## config.mk

```make
export PLATFORM = sky130hd
export DESIGN_NAME = traffic_light_monitor
export DESIGN_NICKNAME = d
export VERILOG_FILES = /design/src/rtl/traffic_light_monitor.sv
export SDC_FILE = /design/constraint.sdc
export NUM_CORES = 1
export LEC_CHECK = 0
export CORE_MARGIN = 8
export CORE_UTILIZATION = 52
export DETAILED_ROUTE_END_ITERATION = 8
export PLACE_DENSITY = 0.89
export SLEW_MARGIN = 20
export SYNTH_ARGS = -nofsm -noshare
export SYNTH_HDL_FRONTEND = slang
export SYNTH_SLANG_ARGS = --single-unit
export TNS_END_PERCENT = 20
```

## constraint.sdc

```tcl
create_clock -name clk -period 4 [get_ports clk]
set_input_delay 0.8 -clock clk [delete_from_list [all_inputs] [get_ports clk]]
set_output_delay 0.8 -clock clk [all_outputs]
set_load 0.01 [all_outputs]
```

## src/rtl/traffic_light_monitor.sv

```systemverilog
// Receive-side checker for the UK R -> R+A -> G -> A traffic-light sequence.
// Optional dwell timeout flag enabled by defining TLM_DWELL_TIMEOUT_EN.
module traffic_light_monitor #(
  parameter int CNT_W     = 8,
  parameter int DWELL_W   = 8,
  parameter int MAX_DWELL = 16
) (
  input  logic               clk,
  input  logic               rst,
  input  logic               red,
  input  logic               amber,
  input  logic               green,
  input  logic               clr_err,
  output logic               locked,
  output logic [1:0]         phase,
  output logic [CNT_W-1:0]   cycle_cnt,
  output logic [DWELL_W-1:0] dwell_cnt,
  output logic               err_illegal,
  output logic               err_seq,
  output logic               err_timeout
);

  if (MAX_DWELL < 1 || MAX_DWELL > (2 ** DWELL_W) - 2) begin : g_bad_max_dwell
    $error("traffic_light_monitor: MAX_DWELL out of range");
  end

  typedef enum logic [2:0] {S_SYNC, S_RED, S_RED_AMBER, S_GREEN, S_AMBER} state_t;

  function automatic logic [CNT_W-1:0] sat_inc_cnt(input logic [CNT_W-1:0] v);
    return (&v) ? v : v + CNT_W'(1);
  endfunction

  function automatic logic [DWELL_W-1:0] sat_inc_dwell(input logic [DWELL_W-1:0] v);
    return (&v) ? v : v + DWELL_W'(1);
  endfunction

  function automatic state_t succ(input state_t s);
    case (s)
      S_RED:       return S_RED_AMBER;
      S_RED_AMBER: return S_GREEN;
      S_GREEN:     return S_AMBER;
      default:     return S_RED;
    endcase
  endfunction

  function automatic logic [1:0] phase_of(input state_t s);
    case (s)
      S_RED_AMBER: return 2'd1;
      S_GREEN:     return 2'd2;
      S_AMBER:     return 2'd3;
      default:     return 2'd0;
    endcase
  endfunction

  state_t               r_state;
  logic [1:0]           r_phase;
  logic [CNT_W-1:0]     r_cycle;
  logic [DWELL_W-1:0]   r_dwell;
  logic                 r_err_illegal;
  logic                 r_err_seq;

  state_t               w_state_nxt;
  state_t               w_pat_state;
  logic                 w_legal;
  logic [1:0]           w_phase_nxt;
  logic [CNT_W-1:0]     w_cycle_nxt;
  logic [DWELL_W-1:0]   w_dwell_nxt;
  logic                 w_ev_illegal;
  logic                 w_ev_seq;
`ifdef TLM_DWELL_TIMEOUT_EN
  logic                 w_ev_timeout;
  logic                 r_err_timeout;
`endif

  always_comb begin
    w_legal     = 1'b1;
    w_pat_state = S_SYNC;
    case ({red, amber, green})
      3'b100:  w_pat_state = S_RED;
      3'b110:  w_pat_state = S_RED_AMBER;
      3'b001:  w_pat_state = S_GREEN;
      3'b010:  w_pat_state = S_AMBER;
      default: w_legal     = 1'b0;
    endcase
  end

  always_comb begin
    w_state_nxt  = r_state;
    w_phase_nxt  = r_phase;
    w_cycle_nxt  = r_cycle;
    w_dwell_nxt  = r_dwell;
    w_ev_illegal = 1'b0;
    w_ev_seq     = 1'b0;
`ifdef TLM_DWELL_TIMEOUT_EN
    w_ev_timeout = 1'b0;
`endif
    if (!w_legal) begin
      // Phase deliberately holds its last value while unlocked.
      w_ev_illegal = 1'b1;
      w_state_nxt  = S_SYNC;
      w_dwell_nxt  = '0;
    end else if (r_state == S_SYNC) begin
      w_state_nxt = w_pat_state;
      w_phase_nxt = phase_of(w_pat_state);
      w_dwell_nxt = '0;
    end else if (w_pat_state == r_state) begin
      w_dwell_nxt = sat_inc_dwell(r_dwell);
`ifdef TLM_DWELL_TIMEOUT_EN
      w_ev_timeout = (r_dwell == DWELL_W'(MAX_DWELL - 1));
`endif
    end else if (w_pat_state == succ(r_state)) begin
      w_state_nxt = w_pat_state;
      w_phase_nxt = phase_of(w_pat_state);
      w_dwell_nxt = '0;
      if (r_state == S_AMBER) w_cycle_nxt = sat_inc_cnt(r_cycle);
    end else begin
      w_ev_seq    = 1'b1;
      w_state_nxt = w_pat_state;
      w_phase_nxt = phase_of(w_pat_state);
      w_dwell_nxt = '0;
    end
  end

  always_ff @(posedge clk) begin
    if (rst) r_state <= S_SYNC;
    else     r_state <= w_state_nxt;
  end

  // A new error event on the same edge as clr_err takes priority.
  always_ff @(posedge clk) begin
    if (rst) begin
      r_phase       <= '0;
      r_cycle       <= '0;
      r_dwell       <= '0;
      r_err_illegal <= 1'b0;
      r_err_seq     <= 1'b0;
    end else begin
      r_phase       <= w_phase_nxt;
      r_cycle       <= w_cycle_nxt;
      r_dwell       <= w_dwell_nxt;
      r_err_illegal <= w_ev_illegal | (r_err_illegal & ~clr_err);
      r_err_seq     <= w_ev_seq     | (r_err_seq     & ~clr_err);
    end
  end

`ifdef TLM_DWELL_TIMEOUT_EN
  always_ff @(posedge clk) begin
    if (rst) r_err_timeout <= 1'b0;
    else     r_err_timeout <= w_ev_timeout | (r_err_timeout & ~clr_err);
  end
  assign err_timeout = r_err_timeout;
`else
  assign err_timeout = 1'b0;
`endif

  assign locked      = (r_state != S_SYNC);
  assign phase       = r_phase;
  assign cycle_cnt   = r_cycle;
  assign dwell_cnt   = r_dwell;
  assign err_illegal = r_err_illegal;
  assign err_seq     = r_err_seq;

endmodule
```

==> impl_metrics.xml, run 1 <==
<?xml version="1.0" encoding="UTF-8"?>
<metrics>
  <group name="power">
    <metric name="vdd_ir_drop_max" unit="V">0.000190</metric>
    <metric name="p_total" unit="uW">393</metric>
    <metric name="cellPowerDensity" unit="mW/mm^2">253</metric>
    <metric name="leakagePower" unit="uW">0.000534</metric>
  </group>
  <group name="cts">
    <metric name="worst_skew_pair_later_pin_latency" unit="ps">310</metric>
    <metric name="cts-buffers-inserted" unit="">3</metric>
    <metric name="cts-root-to-sink-buffers" unit="">2</metric>
    <metric name="post_cts.repair.setup_buffers" unit="">0</metric>
    <metric name="cts.htree.levels" unit="">1</metric>
    <metric name="clock_tree.root_cell" unit="">sky130_fd_sc_hd__clkbuf_4</metric>
    <metric name="cts_sinks" unit="">23</metric>
    <metric name="worst_setup_hold_path_clk_slew" unit="ps">130</metric>
    <metric name="cts_tree" unit="">done</metric>
    <metric name="ctsHoldBuffers" unit="">0</metric>
    <metric name="post_cts_resize_count" unit="">0</metric>
  </group>
  <group name="finish">
    <metric name="final_core_util" unit="">0.638</metric>
    <metric name="antenna_cells_inserted" unit="">0</metric>
    <metric name="area_growth_from_synthesis_to_final_layout" unit="%">18.6</metric>
    <metric name="final_layout_size_suffix_gt1_frac" unit="">0.0751</metric>
    <metric name="nets" unit="">182</metric>
    <metric name="final_cell_mix" unit="">26 x sky130_fd_sc_hd__clkdlybuf4s50_1, 23 x sky130_fd_sc_hd__dfxtp_1, 20 x sky130_fd_sc_hd__nor2_1</metric>
    <metric name="layout.cells.most_common" unit="">sky130_fd_sc_hd__clkdlybuf4s50_1</metric>
  </group>
  <group name="critical_path">
    <metric name="critical_register_to_register_path_startpoint" unit="">r_state[1]</metric>
    <metric name="timing.critical_path.required" unit="ps">4240</metric>
    <metric name="timing.critical_path.arrival" unit="ps">3010</metric>
    <metric name="timing.critical_path.from_type" unit="">primary input</metric>
    <metric name="worst_r2r_path_depth" unit="">5</metric>
    <metric name="critical_path.max_fanout" unit="">14</metric>
    <metric name="crit_path_cell_chain" unit="">clkdlybuf4s50_1 -&gt; nor3b_4 -&gt; o211a_1 -&gt; o211ai_2 -&gt; or4_1 -&gt; a21oi_1</metric>
    <metric name="worst-r2r-setup-slack" unit="ps">1980</metric>
    <metric name="r2r_end" unit="">cycle_cnt[5]</metric>
    <metric name="crit_path_max_incr_delay" unit="ps">750</metric>
    <metric name="critical_path.n_buffers_inverters" unit="">1</metric>
    <metric name="cp_top_family" unit="">simple AND/OR/NAND/NOR gates</metric>
    <metric name="cp.depth" unit="">6</metric>
    <metric name="ws_path_type" unit="">in -&gt; reg</metric>
    <metric name="critical_path.endpoint_type" unit="">flip-flop</metric>
    <metric name="timing.critical_path.slowest_stage_cell" unit="">sky130_fd_sc_hd__clkdlybuf4s50_1</metric>
  </group>
  <group name="drt">
    <metric name="route.detailed.drc" unit="">0</metric>
    <metric name="routed_wirelength" unit="mm">2.83</metric>
    <metric name="drtAntennaViolNets" unit="">0</metric>
    <metric name="route.detailed.vias_per_inst" unit="">5.84</metric>
    <metric name="num_vias" unit="">1185</metric>
    <metric name="initialDrtViolationCount" unit="">73</metric>
    <metric name="dr.pass1.iters" unit="">4</metric>
    <metric name="drt-met1-wl" unit="mm">1.18</metric>
    <metric name="wl_per_cell" unit="um">14.0</metric>
    <metric name="dr.max_layer_used" unit="">met4</metric>
    <metric name="met2_length" unit="mm">1.40</metric>
    <metric name="routed-wl-met3" unit="um">216</metric>
  </group>
  <group name="floorplanning">
    <metric name="initial_core_util" unit="">0.538</metric>
    <metric name="die_w" unit="um">66.2</metric>
    <metric name="fp-row-count" unit="">18</metric>
    <metric name="die_height" unit="um">66.2</metric>
    <metric name="die_ar" unit="sq mm">0.00438</metric>
    <metric name="core-area" unit="sq mm">0.00243</metric>
    <metric name="io-pin-count" unit="">28</metric>
  </group>
  <group name="timing">
    <metric name="drv_slew" unit="">0</metric>
    <metric name="timing_worst_slew_pin_value" unit="ps">764</metric>
    <metric name="finalSetupViolations" unit="">0</metric>
    <metric name="max_clock_freq" unit="MHz">361</metric>
    <metric name="grt_setup_unrepaired" unit="">false</metric>
    <metric name="fin_tns_setup" unit="ps">0</metric>
    <metric name="timing.max_slew.rel_slack" unit="">0.486</metric>
    <metric name="finalWorstPathRequiredPeriod" unit="ps">2770</metric>
    <metric name="fin_worst_skew" unit="ps">3.48</metric>
    <metric name="timing.final.crit_share" unit="">0.692</metric>
    <metric name="hold_viol" unit="">0</metric>
  </group>
  <group name="logic_synthesis">
    <metric name="synth_seq_cells" unit="">23</metric>
    <metric name="ys_seq_area_frac" unit="">0.352</metric>
    <metric name="post-synth-top-area-cell" unit="">sky130_fd_sc_hd__dfxtp_1</metric>
    <metric name="netlist_instances" unit="">153</metric>
    <metric name="postSynthAreaPerCell" unit="sq um">8.55</metric>
    <metric name="synth_top_cells_by_area" unit="">sky130_fd_sc_hd__dfxtp_1 35%, sky130_fd_sc_hd__nor2_1 5.7%, sky130_fd_sc_hd__a21oi_1 3.8%</metric>
    <metric name="post_synth_num_cell_types" unit="">42</metric>
    <metric name="yosysTopAreaCellShare" unit="">0.352</metric>
    <metric name="synth_nets" unit="">161</metric>
    <metric name="synth_warnings" unit="">0</metric>
    <metric name="mappedNetlistArea" unit="sq mm">0.00131</metric>
  </group>
  <group name="global_routing">
    <metric name="antenna_found_initial" unit="">0</metric>
    <metric name="grt_first_pass_wirelength" unit="mm">4.62</metric>
    <metric name="grtUsageTotal" unit="">0.130</metric>
    <metric name="grt_pass1_vias" unit="">1062</metric>
    <metric name="grt_remaining_overflow" unit="">0</metric>
    <metric name="grt_max_degree" unit="">17</metric>
  </group>
  <group name="hold_path">
    <metric name="hold-path-endpoint" unit="">phase[0]</metric>
    <metric name="worst_hold_path.num_cells" unit="">2</metric>
    <metric name="hold_class" unit="">reg -&gt; reg</metric>
    <metric name="min_from" unit="">phase[0]</metric>
  </group>
  <group name="flow_run">
    <metric name="drv.max_cap_violation_count" unit="">0</metric>
  </group>
  <group name="placed_design">
    <metric name="port_buffers" unit="">26</metric>
    <metric name="place_congestion" unit="">0.874</metric>
    <metric name="dp.final_hpwl" unit="mm">2.10</metric>
  </group>
  <group name="outcome">
    <metric name="status" unit="">finished clean</metric>
  </group>
</metrics>
worst register-to-register path, cell delays in order, from the launching register on:
cell and delay (ps):
sky130_fd_sc_hd__dfxtp_1 590, sky130_fd_sc_hd__xnor2_1 150, sky130_fd_sc_hd__nor4_2 240, sky130_fd_sc_hd__o211ai_2 270, sky130_fd_sc_hd__or4_1 540, sky130_fd_sc_hd__a21oi_1 160
metal layers:
layer | global-route usage | vias up
met5 | 0 | -
met4 | 0.0533 | 0
met3 | 0.0424 | 6
met2 | 0.222 | 35
met1 | 0.143 | 564
li1 | - | 580
through the flow:
stage          hold WS (ps)  setup WS [ps]  cell area (sq um)  instances
2_1_floorplan           494           1870               1310        153
3_3_place_gp            466           1050               1530        199
3_5_place_dp            489            953               1530        199
4_1_cts                 510           1290               1550        203
5_1_grt                 540           1200               1550        203
6_report                500           1230               1550        203
sequential cells by signal, indices dropped and copies added, names as in the netlist:
| signal | cells |
|---|---|
| cycle_cnt | 8 |
| dwell_cnt | 8 |
| err_illegal | 1 |
| err_seq | 1 |
| phase | 2 |
| r_state | 3 |
power by group:
part           internal (uW)  switching, uW  total [uW]
Clock                   37.4           71.5         109
Sequential               233           5.18         238
Combinational           22.6           22.9        45.5
Total                    293           99.6         393
cells in the mapped netlist (all sizes together):
library cell,number
clkbuf,1
xnor2,2
or4,3
a32o,1
o31a,1
nor3b,6
mux2i,3
nor2b,3
xor2,5
conb,1
buf,9
o31ai,3
nand4,1
nand2b,2
and2b,2
a31oi,2
nor2,20
inv,4
o211ai,2
o21bai,1
a2111oi,1
dfxtp,23
a21o,2
o211a,2
o21ai,7
ha,2
a211oi,2
and3b,1
nand3,5
nand2,10
a21oi,10
nor3,7
or3,6
nor4,1
and3,1
a222oi,1
cell type report:
class	instances	area [sq um]
Clock buffer	3	22.5
Clock inverter	1	5.00
Fill cell	219	880
Inverter	4	15.0
Multi-Input combinational cell	116	752
Sequential cell	23	460
Tap cell	30	37.5
Timing Repair Buffer	26	260
cell families after synthesis:
logic type	synth area share
AO/OA/AOI/OAI	0.187
adder cells (fa/ha/maj)	0.0191
other	0.00287
XOR/XNOR	0.0468
buffers and inverters	0.0736
AND/OR/NAND/NOR	0.295
multiplexers	0.0229
flip-flops	0.352
worst max path at each step:
stage / startpoint / endpoint / slack [ps]
2_1_floorplan: amber / dwell_cnt[2] / 1870
3_3_place_gp: green / cycle_cnt[5] / 1050
3_5_place_dp: green / cycle_cnt[5] / 950
4_1_cts: green / cycle_cnt[5] / 1290
5_1_grt: green / cycle_cnt[5] / 1200
6_report: green / cycle_cnt[5] / 1230
No activity file was read; power rests on OpenSTA's default activity.
==> inputs of run 2 (changes only) <==
--- a/config.mk
+++ b/config.mk
@@ -6,9 +6,9 @@
 export NUM_CORES = 1
 export LEC_CHECK = 0
 export CORE_MARGIN = 8
-export CORE_UTILIZATION = 52
+export CORE_UTILIZATION = 50
 export DETAILED_ROUTE_END_ITERATION = 8
-export PLACE_DENSITY = 0.89
+export PLACE_DENSITY = 0.87
 export SLEW_MARGIN = 20
 export SYNTH_ARGS = -nofsm -noshare
 export SYNTH_HDL_FRONTEND = slang
==> constraint.sdc (replaced) <==
create_clock -name clk -period 2.9 [get_ports clk]
set_input_delay 0.58 -clock clk [delete_from_list [all_inputs] [get_ports clk]]
set_output_delay 0.58 -clock clk [all_outputs]
set_load 0.01 [all_outputs]
==> run 2 against run 1 <==
  * Worst hold slack worse by 7.5 ps
  * Final cell count is 1.5% higher
  * Global-route usage is 0.77 points higher
  * Design area is 1.4% higher
  * First-iteration DRC count is 4.1% higher
==> impl_metrics.xml, run 2 (synthesis gave the netlist of run 1 again) <==
<?xml version="1.0" encoding="UTF-8"?>
<metrics>
  <group name="critical_path">
    <metric name="critical_path.n_buffers_inverters" unit="">1</metric>
    <metric name="crit_path_cell_chain" unit="">clkdlybuf4s50_1 -&gt; xnor2_1 -&gt; nor4_2 -&gt; o211ai_2 -&gt; or4_1 -&gt; a21oi_1</metric>
    <metric name="critical_path.max_fanout" unit="">14</metric>
    <metric name="cp_top_family" unit="">simple AND/OR/NAND/NOR gates</metric>
    <metric name="crit_path_max_incr_delay" unit="ps">710</metric>
    <metric name="critical_path.endpoint_type" unit="">flip-flop</metric>
    <metric name="timing.critical_path.arrival" unit="ps">2700</metric>
    <metric name="timing.critical_path.required" unit="ps">3150</metric>
    <metric name="timing.critical_path.slowest_stage_cell" unit="">sky130_fd_sc_hd__clkdlybuf4s50_1</metric>
    <metric name="ws_path_type" unit="">in -&gt; reg</metric>
    <metric name="timing.critical_path.from_type" unit="">primary input</metric>
  </group>
  <group name="drt">
    <metric name="drtAntennaViolNets" unit="">0</metric>
    <metric name="routed_wirelength" unit="mm">2.96</metric>
    <metric name="initialDrtViolationCount" unit="">76</metric>
    <metric name="route.detailed.vias_per_inst" unit="">5.90</metric>
    <metric name="route.detailed.drc" unit="">0</metric>
    <metric name="wl_per_cell" unit="um">14.3</metric>
    <metric name="num_vias" unit="">1215</metric>
    <metric name="dr.pass1.iters" unit="">6</metric>
  </group>
  <group name="power">
    <metric name="vdd_ir_drop_max" unit="V">0.000297</metric>
    <metric name="cellPowerDensity" unit="mW/mm^2">344</metric>
    <metric name="leakagePower" unit="uW">0.000546</metric>
  </group>
  <group name="timing">
    <metric name="fin_worst_skew" unit="ps">2.27</metric>
    <metric name="fin_tns_setup" unit="ps">0</metric>
    <metric name="max_clock_freq" unit="MHz">407</metric>
    <metric name="timing_worst_slew_pin_value" unit="ps">776</metric>
    <metric name="hold_viol" unit="">0</metric>
    <metric name="timing.max_slew.rel_slack" unit="">0.479</metric>
    <metric name="timing.final.crit_share" unit="">0.847</metric>
    <metric name="finalSetupViolations" unit="">0</metric>
    <metric name="grt_setup_unrepaired" unit="">false</metric>
    <metric name="finalWorstPathRequiredPeriod" unit="ps">2460</metric>
    <metric name="setup_ws" unit="ps">443</metric>
    <metric name="drv_slew" unit="">0</metric>
  </group>
  <group name="finish">
    <metric name="area_growth_from_synthesis_to_final_layout" unit="%">20.3</metric>
    <metric name="final_layout_size_suffix_gt1_frac" unit="">0.0852</metric>
    <metric name="final_cell_mix" unit="">26 x sky130_fd_sc_hd__clkdlybuf4s50_1, 23 x sky130_fd_sc_hd__dfxtp_1, 20 x sky130_fd_sc_hd__nor2_1</metric>
    <metric name="nets" unit="">185</metric>
    <metric name="layout.cells.most_common" unit="">sky130_fd_sc_hd__clkdlybuf4s50_1</metric>
    <metric name="antenna_cells_inserted" unit="">0</metric>
    <metric name="filler_cell_count" unit="">229</metric>
    <metric name="final-instance-count-excl-fill" unit="">206</metric>
    <metric name="final_core_util" unit="">0.635</metric>
    <metric name="finalInstanceArea" unit="sq mm">0.00157</metric>
  </group>
  <group name="global_routing">
    <metric name="grt_remaining_overflow" unit="">0</metric>
    <metric name="grt_first_pass_wirelength" unit="mm">5.01</metric>
    <metric name="grt_pass1_vias" unit="">1238</metric>
    <metric name="grt_max_degree" unit="">16</metric>
    <metric name="grtUsageTotal" unit="">0.137</metric>
    <metric name="antenna_found_initial" unit="">0</metric>
  </group>
  <group name="placed_design">
    <metric name="place_congestion" unit="">0.830</metric>
    <metric name="dp.final_hpwl" unit="mm">2.17</metric>
    <metric name="dpl-instance-area" unit="sq mm">0.00155</metric>
    <metric name="port_buffers" unit="">26</metric>
    <metric name="dp_worst_setup_slack" unit="ps">168</metric>
    <metric name="numPlacedInstances" unit="">202</metric>
  </group>
  <group name="floorplanning">
    <metric name="core-area" unit="sq mm">0.00248</metric>
    <metric name="fp-row-count" unit="">18</metric>
    <metric name="die_height" unit="um">67.2</metric>
    <metric name="io-pin-count" unit="">28</metric>
    <metric name="initial_core_util" unit="">0.528</metric>
    <metric name="die_w" unit="um">67.2</metric>
    <metric name="die_ar" unit="sq mm">0.00451</metric>
  </group>
  <group name="cts">
    <metric name="cts-root-to-sink-buffers" unit="">2</metric>
    <metric name="cts_sinks" unit="">23</metric>
    <metric name="cts-buffers-inserted" unit="">3</metric>
    <metric name="worst_skew_pair_later_pin_latency" unit="ps">310</metric>
    <metric name="post_cts.repair.setup_buffers" unit="">0</metric>
    <metric name="ctsHoldBuffers" unit="">0</metric>
    <metric name="cts.htree.levels" unit="">1</metric>
    <metric name="post_cts_resize_count" unit="">0</metric>
    <metric name="cts_tree" unit="">done</metric>
    <metric name="clock_tree.root_cell" unit="">sky130_fd_sc_hd__clkbuf_4</metric>
    <metric name="worst_setup_hold_path_clk_slew" unit="ps">120</metric>
  </group>
  <group name="hold_path">
    <metric name="hold_class" unit="">reg -&gt; reg</metric>
  </group>
  <group name="flow_run">
    <metric name="drv.max_cap_violation_count" unit="">0</metric>
  </group>
  <group name="outcome">
    <metric name="status" unit="">finished clean</metric>
  </group>
</metrics>
[run 2: changes by cell type in the layout (fill, tap and decap cells not counted)]
cell	change
sky130_fd_sc_hd__clkbuf_1	+1
sky130_fd_sc_hd__buf_4	+3
sky130_fd_sc_hd__clkinv_2	-1
[run 2: through the flow]
| step | total power [uW] | hold WS [ps] |
|---|---|---|
| finish | 542 | 493 |
| global route | 563 | 545 |
| CTS | 545 | 496 |
| detailed placement | 401 | 479 |
| global placement | 399 | 468 |
| floorplan | 379 | 494 |
[run 2: worst paths after layout]
kind / start / end / slack [ps] / cells past startpoint
worst min-delay path: phase[0] / phase[0] / 490 / 2
worst max register to register: r_state[1] / cycle_cnt[5] / 750 / 5
worst min register to register: phase[0] / phase[0] / 490 / 2
worst max-delay path: red / cycle_cnt[5] / 440 / 6
[run 2: routing by layer]
layer | up-vias | routed length [um] | global-route usage
li1 | 588 | - | -
met1 | 588 | 1260 | 0.140
met4 | 0 | 39 | 0.0705
met5 | - | 0 | 0
met2 | 31 | 1450 | 0.246
met3 | 8 | 200 | 0.0447
[run 2: power by group]
group          internal [uW]  total, uW  switching, uW  leakage (uW)
logic                   33.8       66.7           32.9      0.000345
registers                321        329           7.68      0.000186
clock network           53.7        146           92.7     0.0000150
total                    409        542            133      0.000546
[run 2: tightest hold or removal path: cells and delay by family (launching register included)]
family | cells | cell delay, ps
AO/OA/AOI/OAI | 2 | 130
flip-flops | 1 | 330
[run 2: final cells by class]
cell class	count	area [sq um]	share of cell area
well taps	30	37.5	0.0238
repair buffers	29	283	0.180
flip-flops and latches	23	460	0.293
multi-input cells	116	752	0.478
clock buffers	4	26.3	0.0167
inverters	4	15.0	0.00954
==> inputs of run 3 (changes only) <==
==> constraint.sdc (replaced) <==
create_clock -name clk -period 2.53 [get_ports clk]
set_input_delay 0.506 -clock clk [delete_from_list [all_inputs] [get_ports clk]]
set_output_delay 0.506 -clock clk [all_outputs]
set_load 0.01 [all_outputs]
==> run 3 against run 2 <==
  * Design area up 2.9%
  * Worst setup slack worse by 200 ps
  * Global-route usage down 0.38 points
  * Non-clock buffer count up 6
  * Clock skew up 2.7 ps
  * Sequential share of layout area down 0.81 points
  * Total power up 15%
  * Clock power up 15%
  * Combinational power up 21%
  * Critical path depth unchanged
  * Count of clock-buffer cells in the layout unchanged
  * Largest cell class unchanged
==> impl_metrics.xml, run 3 (synthesis gave the netlist of run 1 again) <==
<?xml version="1.0" encoding="UTF-8"?>
<metrics>
  <group name="critical_path">
    <metric name="timing.critical_path.required" unit="ps">2770</metric>
    <metric name="timing.critical_path.slowest_stage_cell" unit="">sky130_fd_sc_hd__clkdlybuf4s50_1</metric>
    <metric name="crit_path_max_incr_delay" unit="ps">670</metric>
    <metric name="cp_top_family" unit="">simple AND/OR/NAND/NOR gates</metric>
    <metric name="ws_path_type" unit="">in -&gt; reg</metric>
    <metric name="critical_path.max_fanout" unit="">8</metric>
    <metric name="timing.critical_path.from_type" unit="">primary input</metric>
    <metric name="critical_path.n_buffers_inverters" unit="">1</metric>
    <metric name="timing.critical_path.arrival" unit="ps">2520</metric>
    <metric name="critical_path.endpoint_type" unit="">flip-flop</metric>
    <metric name="crit_path_cell_chain" unit="">clkdlybuf4s50_1 -&gt; and2b_4 -&gt; mux2i_1 -&gt; o31a_1 -&gt; or3_1 -&gt; nor3_2</metric>
  </group>
  <group name="finish">
    <metric name="area_growth_from_synthesis_to_final_layout" unit="%">23.7</metric>
    <metric name="nets" unit="">191</metric>
    <metric name="final_core_util" unit="">0.654</metric>
    <metric name="final_layout_size_suffix_gt1_frac" unit="">0.115</metric>
    <metric name="seqCellArea" unit="sq um">460</metric>
    <metric name="antenna_cells_inserted" unit="">0</metric>
    <metric name="filler_cell_count" unit="">217</metric>
    <metric name="final_cell_mix" unit="">26 x sky130_fd_sc_hd__clkdlybuf4s50_1, 23 x sky130_fd_sc_hd__dfxtp_1, 20 x sky130_fd_sc_hd__nor2_1</metric>
    <metric name="area_of_combinational_cells_with_multiple_inputs" unit="sq um">752</metric>
    <metric name="finalInstanceArea" unit="sq mm">0.00162</metric>
    <metric name="layout.cells.most_common" unit="">sky130_fd_sc_hd__clkdlybuf4s50_1</metric>
  </group>
  <group name="global_routing">
    <metric name="grtUsageTotal" unit="">0.133</metric>
    <metric name="grt_pass1_vias" unit="">1144</metric>
    <metric name="grt_max_degree" unit="">16</metric>
    <metric name="grt_first_pass_wirelength" unit="mm">4.86</metric>
    <metric name="antenna_found_initial" unit="">0</metric>
    <metric name="grt_remaining_overflow" unit="">0</metric>
  </group>
  <group name="power">
    <metric name="cellPowerDensity" unit="mW/mm^2">386</metric>
    <metric name="vdd_ir_drop_max" unit="V">0.000329</metric>
    <metric name="leakagePower" unit="uW">0.000574</metric>
    <metric name="p_total" unit="uW">625</metric>
  </group>
  <group name="drt">
    <metric name="dr.max_layer_used" unit="">met4</metric>
    <metric name="wl_per_cell" unit="um">13.9</metric>
    <metric name="drtAntennaViolNets" unit="">0</metric>
    <metric name="met2_length" unit="mm">1.44</metric>
    <metric name="routed-wl-met3" unit="um">196</metric>
    <metric name="drt-met1-wl" unit="mm">1.25</metric>
    <metric name="route.detailed.vias_per_inst" unit="">5.68</metric>
    <metric name="dr.pass1.iters" unit="">5</metric>
    <metric name="initialDrtViolationCount" unit="">60</metric>
    <metric name="routed_wirelength" unit="mm">2.95</metric>
    <metric name="route.detailed.drc" unit="">0</metric>
    <metric name="num_vias" unit="">1205</metric>
  </group>
  <group name="timing">
    <metric name="hold_viol" unit="">0</metric>
    <metric name="fin_tns_setup" unit="ps">0</metric>
    <metric name="finalWorstPathRequiredPeriod" unit="ps">2280</metric>
    <metric name="fin_worst_skew" unit="ps">4.95</metric>
    <metric name="finalSetupViolations" unit="">0</metric>
    <metric name="grt_setup_unrepaired" unit="">false</metric>
    <metric name="holdWs" unit="ps">485</metric>
    <metric name="timing.final.crit_share" unit="">0.902</metric>
    <metric name="drv_slew" unit="">0</metric>
    <metric name="max_clock_freq" unit="MHz">438</metric>
  </group>
  <group name="floorplanning">
    <metric name="io-pin-count" unit="">28</metric>
    <metric name="fp-row-count" unit="">18</metric>
    <metric name="die_ar" unit="sq mm">0.00451</metric>
    <metric name="initial_core_util" unit="">0.528</metric>
    <metric name="die_height" unit="um">67.2</metric>
    <metric name="die_w" unit="um">67.2</metric>
    <metric name="core-area" unit="sq mm">0.00248</metric>
  </group>
  <group name="cts">
    <metric name="worst_setup_hold_path_clk_slew" unit="ps">120</metric>
    <metric name="cts_tree" unit="">done</metric>
    <metric name="clock_tree.root_cell" unit="">sky130_fd_sc_hd__clkbuf_4</metric>
    <metric name="cts-buffers-inserted" unit="">3</metric>
    <metric name="ctsHoldBuffers" unit="">0</metric>
    <metric name="cts-root-to-sink-buffers" unit="">2</metric>
    <metric name="worst_skew_pair_later_pin_latency" unit="ps">310</metric>
    <metric name="cts.htree.levels" unit="">1</metric>
    <metric name="cts_sinks" unit="">23</metric>
    <metric name="post_cts.repair.setup_buffers" unit="">0</metric>
    <metric name="post_cts_resize_count" unit="">0</metric>
  </group>
  <group name="hold_path">
    <metric name="hold_class" unit="">reg -&gt; reg</metric>
  </group>
  <group name="placed_design">
    <metric name="dp.final_hpwl" unit="mm">2.23</metric>
    <metric name="port_buffers" unit="">26</metric>
    <metric name="place_congestion" unit="">0.829</metric>
    <metric name="dpl-instance-area" unit="sq mm">0.00159</metric>
  </group>
  <group name="flow_run">
    <metric name="drv.max_cap_violation_count" unit="">0</metric>
  </group>
  <group name="outcome">
    <metric name="status" unit="">finished clean</metric>
  </group>
</metrics>
-- run 3: per-stage QoR --
step | setup WS [ps] | cells
global placement | 30.6 | 208
global route | 169 | 212
detailed placement | -64.7 | 208
CTS | 251 | 212
finish | 248 | 212
floorplan | 693 | 153
-- run 3: final timing paths --
kind / start / to / slack, ps / depth (start not counted)
worst min register to register: phase[0] / phase[0] / 480 / 2
worst max register to register: r_state[1] / cycle_cnt[4] / 580 / 6
worst max-delay path: red / dwell_cnt[4] / 250 / 6
worst min-delay path: phase[0] / phase[0] / 480 / 2
-- run 3: per-layer routing --
metal | global-route usage | up-vias
met5 | 0 | -
met4 | 0.0470 | 0
met3 | 0.0430 | 9
met2 | 0.235 | 35
met1 | 0.147 | 557
li1 | - | 604
-- run 3: power by group --
part	switching, uW	leakage, uW	internal [uW]
logic	38.9	0.000373	41.8
registers	8.23	0.000186	368
clock network	106	0.0000150	61.6
total	153	0.000574	472
-- run 3: area by class of cell --
| cell class | instances | share of cell area |
|---|---|---|
| clock buffers | 4 | 0.0162 |
| multi-input cells | 116 | 0.464 |
| inverters | 4 | 0.00927 |
| flip-flops and latches | 23 | 0.284 |
| well taps | 30 | 0.0232 |
| repair buffers | 35 | 0.202 |
-- run 3: worst min-delay path: cells and delay by family, from the launching register on --
| kind | cells | cell delay (ps) |
|---|---|---|
| AOI/OAI and AO/OA | 2 | 120 |
| DFF | 1 | 330 |
